<file path="config.mk">
export PLATFORM = sky130hd
export DESIGN_NAME = axis_line_source
export DESIGN_NICKNAME = d
export VERILOG_FILES = /design/src/rtl/axis_line_source.sv
export SDC_FILE = /design/constraint.sdc
export NUM_CORES = 1
export LEC_CHECK = 0
export BUFFER_PORTS_ARGS = -buffer_cell sky130_fd_sc_hd__buf_4
export CORE_UTILIZATION = 30
export DETAILED_ROUTE_END_ITERATION = 7
export MAX_ROUTING_LAYER = met4
export SLEW_MARGIN = 20
export SYNTH_ARGS = -nofsm -noshare
export SYNTH_HDL_FRONTEND = slang
export SYNTH_SLANG_ARGS = --single-unit
</file>
<file path="constraint.sdc">
create_clock -name m00_axis_aclk -period 2.2 [get_ports m00_axis_aclk]
set_input_delay 0.55 -clock m00_axis_aclk [delete_from_list [all_inputs] [get_ports m00_axis_aclk]]
set_output_delay 0.55 -clock m00_axis_aclk [all_outputs]
set_load 0.01 [all_outputs]
</file>
<file path="src/rtl/axis_line_source.sv">
// rtl/axis_line_source.sv - AXI-Stream video test-pattern source, one frame per start request.
// Line/frame counters drive four selectable patterns with an optional idle gap between lines.
module axis_line_source #(
    parameter int C_M00_AXIS_TDATA_WIDTH = 32,
    parameter int IMAGE_WIDTH            = 640,
    parameter int IMAGE_HEIGHT           = 480,
    parameter int LINE_GAP               = 4
) (
    input  logic                                  m00_axis_aclk,
    input  logic                                  m00_axis_aresetn,
    input  logic                                  start,
    input  logic [1:0]                            pattern_sel,
    output logic                                  busy,
    output logic                                  frame_done,
    output logic                                  m00_axis_tvalid,
    output logic [C_M00_AXIS_TDATA_WIDTH-1:0]     m00_axis_tdata,
    output logic [C_M00_AXIS_TDATA_WIDTH/8-1:0]   m00_axis_tstrb,
    output logic                                  m00_axis_tlast,
    output logic                                  m00_axis_tuser,
    input  logic                                  m00_axis_tready
);

    localparam int XW = (IMAGE_WIDTH  > 1) ? $clog2(IMAGE_WIDTH)  : 1;
    localparam int YW = (IMAGE_HEIGHT > 1) ? $clog2(IMAGE_HEIGHT) : 1;
    localparam int GW = (LINE_GAP     > 1) ? $clog2(LINE_GAP)     : 1;
    localparam logic [XW-1:0] X_LAST = XW'(IMAGE_WIDTH - 1);
    localparam logic [YW-1:0] Y_LAST = YW'(IMAGE_HEIGHT - 1);
    localparam logic [GW-1:0] G_LAST = (LINE_GAP > 0) ? GW'(LINE_GAP - 1) : '0;

    typedef enum logic [1:0] {S_IDLE, S_SEND, S_GAP} state_t;

    state_t          r_state, w_state_next;
    logic [XW-1:0]   r_x, w_x_next;
    logic [YW-1:0]   r_y, w_y_next;
    logic [GW-1:0]   r_gap, w_gap_next;
    logic [1:0]      r_pat, w_pat_next;
    logic            r_frame_done, w_frame_done_next;

    logic            w_send;
    logic            w_accept;
    logic [15:0]     w_x16, w_y16;
    logic [31:0]     w_pix;

    assign w_send   = (r_state == S_SEND);
    assign w_accept = w_send && m00_axis_tready;
    assign w_x16    = 16'(r_x);
    assign w_y16    = 16'(r_y);

    always_ff @(posedge m00_axis_aclk or negedge m00_axis_aresetn) begin
        if (!m00_axis_aresetn) begin
            r_state      <= S_IDLE;
            r_x          <= '0;
            r_y          <= '0;
            r_gap        <= '0;
            r_pat        <= '0;
            r_frame_done <= 1'b0;
        end else begin
            r_state      <= w_state_next;
            r_x          <= w_x_next;
            r_y          <= w_y_next;
            r_gap        <= w_gap_next;
            r_pat        <= w_pat_next;
            r_frame_done <= w_frame_done_next;
        end
    end

    always_comb begin
        w_state_next      = r_state;
        w_x_next          = r_x;
        w_y_next          = r_y;
        w_gap_next        = r_gap;
        w_pat_next        = r_pat;
        w_frame_done_next = 1'b0;
        case (r_state)
            S_IDLE: begin
                // A start coinciding with the frame_done pulse is deliberately dropped.
                if (start && !r_frame_done) begin
                    w_state_next = S_SEND;
                    w_pat_next   = pattern_sel;
                    w_x_next     = '0;
                    w_y_next     = '0;
                end
            end
            S_SEND: begin
                if (w_accept) begin
                    if (r_x != X_LAST) begin
                        w_x_next = r_x + 1'b1;
                    end else begin
                        w_x_next = '0;
                        if (r_y == Y_LAST) begin
                            w_y_next          = '0;
                            w_state_next      = S_IDLE;
                            w_frame_done_next = 1'b1;
                        end else begin
                            w_y_next = r_y + 1'b1;
                            if (LINE_GAP > 0) begin
                                w_state_next = S_GAP;
                                w_gap_next   = '0;
                            end
                        end
                    end
                end
            end
            S_GAP: begin
                if (r_gap == G_LAST) w_state_next = S_SEND;
                else                 w_gap_next   = r_gap + 1'b1;
            end
            default: w_state_next = S_IDLE;
        endcase
    end

    always_comb begin
        w_pix = '0;
        case (r_pat)
            2'd0:    w_pix = 32'(r_x);
            2'd1:    w_pix = 32'(r_y);
            2'd2:    w_pix = {32{w_x16[3] ^ w_y16[3]}};
            default: w_pix = {w_y16, w_x16};
        endcase
    end

    // Beat outputs decode from registered state only, so they never follow tready.
    assign m00_axis_tvalid = w_send;
    assign m00_axis_tdata  = w_send ? w_pix : '0;
    assign m00_axis_tlast  = w_send && (r_x == X_LAST);
    assign m00_axis_tuser  = w_send && (r_x == '0) && (r_y == '0);
    assign m00_axis_tstrb  = '1;
    assign busy            = (r_state != S_IDLE);
    assign frame_done      = r_frame_done;

endmodule

</file>
== After elaboration in Yosys (flattened, before gate mapping) ==
Index checks and enable logic that the tools add are counted.

* Add/subtract/negate cells: 3
* Multiply operators: 0
* Divide/modulo/power cells: 0
* $lt $le $gt $ge: 0
* Equal/unequal tests: 14
* Shift-type cells: 0
* Multiplexer cells: 26
* Bitwise gates (word level): 1
* Reductions and logical operators: 18

{| class="wikitable"
|+ Operator list
! cell !! number
|-
| $pmux W32 S3 || 1
|-
| $mux W9 || 4
|-
| $mux W32 || 1
|-
| $mux W10 || 3
|-
| $pmux W10 S2 || 1
|-
| $mux W2 || 9
|-
| $pmux W9 S2 || 1
|-
| $add A10 B1 Y10 const B || 1
|-
| $eq A10 B10 Y1 const B || 1
|-
| $logic_not A10 Y1 || 1
|-
| $ne A10 B10 Y1 const B || 1
|-
| $ne A2 B2 Y1 const B || 5
|-
| $add A9 B1 Y9 const B || 1
|-
| $eq A9 B9 Y1 const B || 1
|-
| $logic_not A9 Y1 || 1
|-
| $reduce_and A4 Y1 || 2
|-
| $eq A2 B2 Y1 const B || 3
|-
| $pmux W2 S3 || 1
|-
| $reduce_bool A2 Y1 || 3
|-
| $logic_and A1 B1 Y1 || 5
|-
| $reduce_and A5 Y1 || 1
|-
| $eq A2 B1 Y1 const B || 2
|-
| $logic_not A2 Y1 || 2
|-
| $mux W1 || 4
|-
| 7 further kinds || 7
|}

* Register bits: 26
* Latch bits: 0
* RAM bits: 0
* Bits in read-only memories: 0
* Memories: 0

== Logic depth before layout (Yosys ltp) ==
Gate-level depths: netlist (run 1).

* Depth after elaboration: 5
* Gate-level depth with buffers: 6

== Worst setup path before layout (run 1) ==
OpenSTA, ideal clock, no wires.

* Path kind: register to output
* From: register r_y[3]
* To: output port m00_axis_tdata[11]
* Arrival: 1.770 ns
* Setup slack: -0.120 ns
* Stages on the path, launching flop included: 6
* Path buffers: 2
* Cell sequence: dfrtp_1 > clkbuf_1 > xor2_1 > nand2_1 > nor2_1 > buf_4

* Word-level cells in the longest chain between the ends: 3

{| class="wikitable"
|+ Ends and longest elaborated chain
! element !! line !! text
|-
| from (decl) || 34 || <nowiki>logic [YW-1:0] r_y, w_y_next;</nowiki>
|-
| from (signal assigned) || 60 || <nowiki>r_y <= w_y_next;</nowiki>
|-
| $xor A1 B1 Y1 || 117 || <nowiki>2'd2: w_pix = {32{w_x16[3] ^ w_y16[3]}};</nowiki>
|-
| $pmux W32 S3 || 114 || <nowiki>case (r_pat)</nowiki>
|-
| $mux W32 || 124 || <nowiki>assign m00_axis_tdata = w_send ? w_pix : '0;</nowiki>
|-
| to (decl) || 16 || <nowiki>output logic [C_M00_AXIS_TDATA_WIDTH-1:0] m00_axis_tdata,</nowiki>
|}

No other way between the ends.

== Worst setup path after layout (run 1) ==
* From: register r_state[1]
* To: output port m00_axis_tdata[23]

* Word-level cells in the longest chain between the ends: 2

{| class="wikitable"
|+ Ends and longest elaborated chain
! element !! line !! text
|-
| from (decl) || 32 || <nowiki>state_t r_state, w_state_next;</nowiki>
|-
| from (signal assigned) || 58 || <nowiki>r_state <= w_state_next;</nowiki>
|-
| $eq A2 B1 Y1 || 44 || <nowiki>assign w_send = (r_state == S_SEND);</nowiki>
|-
| $mux W32 || 124 ||
|}

No other way between the ends.

==> impl_metrics.json, run 1 <==
{
  "status": "complete, no violations",
  "max_freq_ghz": 0.4659,
  "hold_viol_final": 0,
  "worstRegToRegCells": 5,
  "regArea_um2": 654.4,
  "yosys.area_share.simple_pct": 23.34,
  "vias_per_cell": 5.223,
  "crit_arrival_ns": 1.60,
  "grt_pass1_vias": 1572,
  "grt_pass1_wl_um": 7990,
  "rsz0062_at_grt": "yes",
  "crit_start": "r_state[1]$_DFFE_PN0P_",
  "die_area_mm2": 0.006666,
  "fin_util_pct": 39.47,
  "nFillCells": 641,
  "synth_edf_count": 0,
  "rrSetupSlack_ns": 0.34,
  "synth-seq-area-share_pct": 34.19,
  "holdWs_ns": 0.1689,
  "p_per_area_mw_per_mm2": 810.1,
  "fin_ws_ns": 0.05369,
  "yosys_warnings": 0,
  "die_h_um": 81.65,
  "final_cells": 337,
  "synth_compound_area_share_pct": 21.76,
  "fin_setup_tns_ns": 0,
  "cp-start-kind": "register",
  "gp_congestion": 0.8104,
  "wl_per_cell_um": 15.25,
  "io_buffers": 42,
  "synth.avg_cell_area_um2": 8.458,
  "clk_root_buffer_cell": "clkbuf_8",
  "crit_slowest_cell": "dfrtp_2",
  "drive_above_1_share_pct": 32.06,
  "io_pins": 47,
  "drt_wl_total_um": 5138,
  "antenna_found_initial": 0,
  "drt_iter0_markers": 120,
  "clockBufferDepth": 2,
  "die_x_um": 81.65,
  "grt-ovfl-total": 0,
  "hold_class": "input port to asynchronous set/reset pin",
  "place_inst": 330,
  "synth_xor_area_share_pct": 3.682,
  "drv_slew": 0,
  "n_antenna_cell": 0,
  "clkSlewWorstSetupHoldPaths_ns": 0.10,
  "synthCells": 225,
  "crit_required_ns": 1.65,
  "yosys-top-cells-count": "dfrtp_1 (26), nand2_1 (20), a21oi_1 (18)",
  "crit_type": "register to output pin",
  "fin_crit_sh_pct": 97.56,
  "synth.area.top_cells": "dfrtp_1 (34%), buf_4 (6.7%), a21oi_1 (4.7%)",
  "synth_fa_ha_area_share_pct": 3.287,
  "crit_path_cell_trace": "nand2b_2 -> clkinv_1 -> o211a_2 -> o21a_1 -> buf_4",
  "netlist_area_mm2": 0.001903,
  "synth.distinct_cells": 47,
  "yosysMostFrequentCell": "dfrtp_1",
  "min_period_ns": 2.146,
  "synthArstFlopShare_pct": 100.0,
  "synthFlopType": "dfrtp_1",
  "peakVddDrop_mv": 0.4854,
  "area.growth.synth_to_final_pct": 24.98,
  "grt_max_degree": 27,
  "setup_viol": 0,
  "p_leak_nw": 1.066,
  "initial_core_util_pct": 31.58,
  "crit_fanout": 9,
  "cts_sinks": 26,
  "dpl_worst_slack_ns": 0.2668,
  "synth_top_area_cell": "dfrtp_1",
  "finClkSkew_ns": 0.01339,
  "maxCapViolations": 0,
  "ys_seq_elements": 26,
  "rr_endpoint": "r_x[9]$_DFFE_PN0P_",
  "slowest_delay_ns": 0.45,
  "place_area_mm2": 0.002268,
  "dp_hpwl_um": 3798,
  "num_vias": 1760,
  "yosysTopAreaCellShare_pct": 34.19,
  "layout.nets": 274,
  "first_pass_iters": 5,
  "endpoint_kind": "output pin",
  "coreArea_mm2": 0.006026,
  "grt_usage_pct": 16.43,
  "tritoncts": "done",
  "numCtsBuffers": 3,
  "rows": 28,
  "cts-htree-levels": 1,
  "muxShareOfSynthArea_pct": 2.235,
  "fin_area_mm2": 0.002379,
  "r2r_start": "r_state[0]$_DFFE_PN0P_",
  "antenna_left": 0,
  "drc": 0,
  "synth_top_family_by_area": "simple AND/OR/NAND/NOR gates",
  "multiInputGateArea_mm2": 0.001080,
  "clk_latency_ns": 0.28,
  "fin_total_pwr_mw": 1.927
}
[worst max-delay path by stage]
stage                                     to  cells past startpoint  slack (ns)
final                     m00_axis_tdata[23]                      5        0.05
after global routing          m00_axis_tlast                      5       -0.14
after CTS                 m00_axis_tdata[28]                      4       -0.03
after detailed placement  r_x[9]$_DFFE_PN0P_                      6        0.27
after global placement    r_x[9]$_DFFE_PN0P_                      6        0.28
after floorplan           m00_axis_tdata[11]                      5        0.09
[power breakdown]
group / internal (mW) / leakage, nW / switching (mW)
clock: 0.160 / 0.0288 / 0.159
combinational: 0.496 / 0.711 / 0.493
sequential: 0.540 / 0.327 / 0.0785
[layout by cell type (no fill, tap or decap), types with 2 or more instances in the layout]
master    count
a22oi_1       8
and2_1        3
a211oi_1      3
a21oi_1      17
nand3_1      15
clkbuf_8      4
o31ai_1       3
o21ai_0       4
mux2_2        2
dfrtp_1      23
dfrtp_2       3
nor2_1       13
nor4_1        2
and3_1        3
mux2i_1       2
nand4_1       4
ha_1          4
or3_1         3
a31oi_1       4
xnor2_1       7
o21a_1       10
and4_1        3
nand2_1      20
nand3b_1      2
conb_1        4
nor3_1        2
buf_4        63
inv_1         5
nor4b_1       3
[repair_timing]
| action | in CTS | in global routing |
|---|---|---|
| gates resized for setup | 1 | 11 |
| hold buffers | 0 | 0 |
| buffers inserted | 1 | 2 |
| setup endpoints to repair | 24 | 31 |
| pin swaps | 0 | 1 |
[state kept, by name, summed over array words and instances, names as in the netlist]
register,cells
frame_done,1
r_x,10
r_pat,2
r_y,9
r_gap,2
r_state,2
[layer usage]
layer,share of wire [%],GRT usage [%]
met5,0,-
met4,0.29,2.281
met3,4.0,3.000
met2,48,26.67
met1,48,21.76
[logic make-up after synthesis]
group / Yosys count
AOI/OAI and AO/OA: 59
xor gates and xnor gates: 8
adders and majority gates: 5
buffers and inverters: 39
DFF: 26
muxes: 4
other: 1
and+or+nand+nor: 83
[worst max-delay path: cells and delay by family (launching register included)]
kind	cells	cell delay, ns
AND/OR/NAND/NOR	1	0.26
AO/OA/AOI/OAI	2	0.42
flip-flops	1	0.45
buffers and inverters	2	0.20
[final cells by class]
class,count,area share [%]
multi-input combinational,163,45.40
timing repair buffer,63,19.88
clock buffer,4,2.315
sequential,26,27.51
inverter,6,0.9469
tap,75,3.945
Note: power is estimated with default switching activity, not from simulation.
==> run 2, diff against run 1 <==
CORE_ASPECT_RATIO = 2   (was default)
clock period = 1.8 ns   (was 2.2 ns; I/O delays follow)
==> impl_metrics.json, run 2 (synthesis results as in run 1) <==
{
  "grt-ovfl-total": 0,
  "maxCapViolations": 0,
  "fin_crit_sh_pct": 109.5,
  "drv_slew": 0,
  "cts-htree-levels": 1,
  "rr_endpoint": "r_x[9]$_DFFE_PN0P_",
  "io_buffers": 42,
  "clockBufferDepth": 2,
  "max_freq_ghz": 0.5075,
  "clk_root_buffer_cell": "clkbuf_16",
  "io_pins": 47,
  "dp_hpwl_um": 4356,
  "rsz0062_at_grt": "yes",
  "crit_fanout": 4,
  "clkSlewWorstSetupHoldPaths_ns": 0.07,
  "fin_ws_ns": -0.1704,
  "crit_required_ns": 1.35,
  "rows": 40,
  "wl_per_cell_um": 17.17,
  "largest_register": "r_x",
  "tritoncts": "done",
  "drt_wl_total_um": 6662,
  "antenna_found_initial": 0,
  "p_per_area_mw_per_mm2": 1068,
  "drc": 0,
  "cts_sinks": 26,
  "fin_total_pwr_mw": 3.407,
  "r2r_start": "r_state[1]$_DFFE_PN0P_",
  "holdWs_ns": 0.09519,
  "final_common_cell": "buf_4",
  "status": "finished, violations left",
  "vias_per_cell": 5.361,
  "layout.nets": 316,
  "endpoint_kind": "output pin",
  "cp-start-kind": "register",
  "top_regs": "r_x: 10 flops, r_y: 9 flops",
  "peakVddDrop_mv": 0.7979,
  "area.growth.synth_to_final_pct": 67.59,
  "die_x_um": 58.32,
  "finClkSkew_ns": 0.002728,
  "mostFrequentLayoutCells": "buf_4 (70), buf_6 (31), nand2_1 (18)",
  "crit_arrival_ns": 1.52,
  "min_period_ns": 1.970,
  "p_leak_nw": 1.392,
  "numCtsBuffers": 3,
  "worstRegToRegCells": 5,
  "grt_pass1_wl_um": 10550,
  "violations": "setup timing",
  "crit_type": "register to output pin",
  "n_antenna_cell": 0,
  "fin_area_mm2": 0.003189,
  "die_area_mm2": 0.006686,
  "antenna_left": 0,
  "grt_max_degree": 27,
  "hold_class": "input port to asynchronous set/reset pin",
  "largest_register_ffs": 10,
  "first_pass_iters": 4,
  "rrSetupSlack_ns": 0.02,
  "grt_pass1_vias": 2192,
  "num_vias": 2080,
  "initial_core_util_pct": 31.43,
  "drive_above_1_share_pct": 57.89,
  "grt_usage_pct": 21.30,
  "hold_viol_final": 0,
  "fin_util_pct": 52.67,
  "die_h_um": 114.6,
  "place_area_mm2": 0.002431,
  "nFillCells": 543,
  "gp_congestion": 0.8839,
  "clk_latency_ns": 0.26,
  "setup_viol": 34,
  "drt_iter0_markers": 73,
  "coreArea_mm2": 0.006056
}
run 2: layer usage:
| metal | part of all wire [%] | vias to the layer above | wire [um] | global-route usage (%) |
|---|---|---|---|---|
| met3 | 3.6 | 32 | 237 | 1.243 |
| met2 | 57 | 89 | 3786 | 40.23 |
| li1 | - | 955 | - | - |
| met4 | 6.2 | 0 | 416 | 12.86 |
| met5 | 0 | - | 0 | - |
| met1 | 33 | 1004 | 2222 | 20.14 |
run 2: power by group:
part,internal (mW),switching [mW],leakage [nW]
clock network,0.443,0.209,0.0511
logic,1.07,0.892,1.02
registers,0.663,0.131,0.318
total,2.17,1.23,1.39
run 2: worst max path at each step:
stage                                start              endpoint  slack (ns)
finish                  r_x[3]$_DFFE_PN0P_     m00_axis_tdata[3]       -0.17
global route          r_pat[0]$_DFFE_PN0P_     m00_axis_tdata[6]       -0.22
CTS                     r_x[3]$_DFFE_PN0P_     m00_axis_tdata[7]       -0.13
detailed placement  r_state[1]$_DFFE_PN0P_    r_x[9]$_DFFE_PN0P_       -0.02
global placement        r_y[0]$_DFFE_PN0P_  r_gap[0]$_DFFE_PN0P_        0.01
floorplan           r_state[1]$_DFFE_PN0P_    m00_axis_tdata[11]      -0.002
run 2: stage by stage:
stage | std cells | setup slack, ns | setup TNS [ns]
finish | 388 | -0.1704 | -4.269
CTS | 382 | -0.1272 | -3.555
global placement | 358 | 0.01133 | 0
floorplan | 228 | -0.002151 | -0.02582
global route | 388 | -0.2155 | -5.887
detailed placement | 358 | -0.01555 | -0.03391
run 2: final cells by class:
class	instances	area [um2]	share of cell area, %
Multi-Input combinational cell	164	1379	43.23
Timing Repair Buffer	104	914.6	28.68
Clock inverter	1	30.03	0.9415
Clock buffer	3	75.07	2.354
Inverter	6	23.77	0.7454
Sequential cell	26	661.9	20.75
Tap cell	84	105.1	3.295
run 2: repair_timing:
action | CTS | global route
setup endpoints to repair | 37 | 46
buffers inserted | 17 | 5
pin swaps | 18 | 13
cloned | 3 | 1
gates resized for setup | 86 | 25
hold buffers | 0 | 0
run 2: critical path: stages (launching register included):
cell     delay, ns
dfrtp_2       0.48
buf_6         0.17
buf_12        0.13
nand3_2       0.07
o31ai_4       0.07
nor3_2        0.19
buf_4         0.15
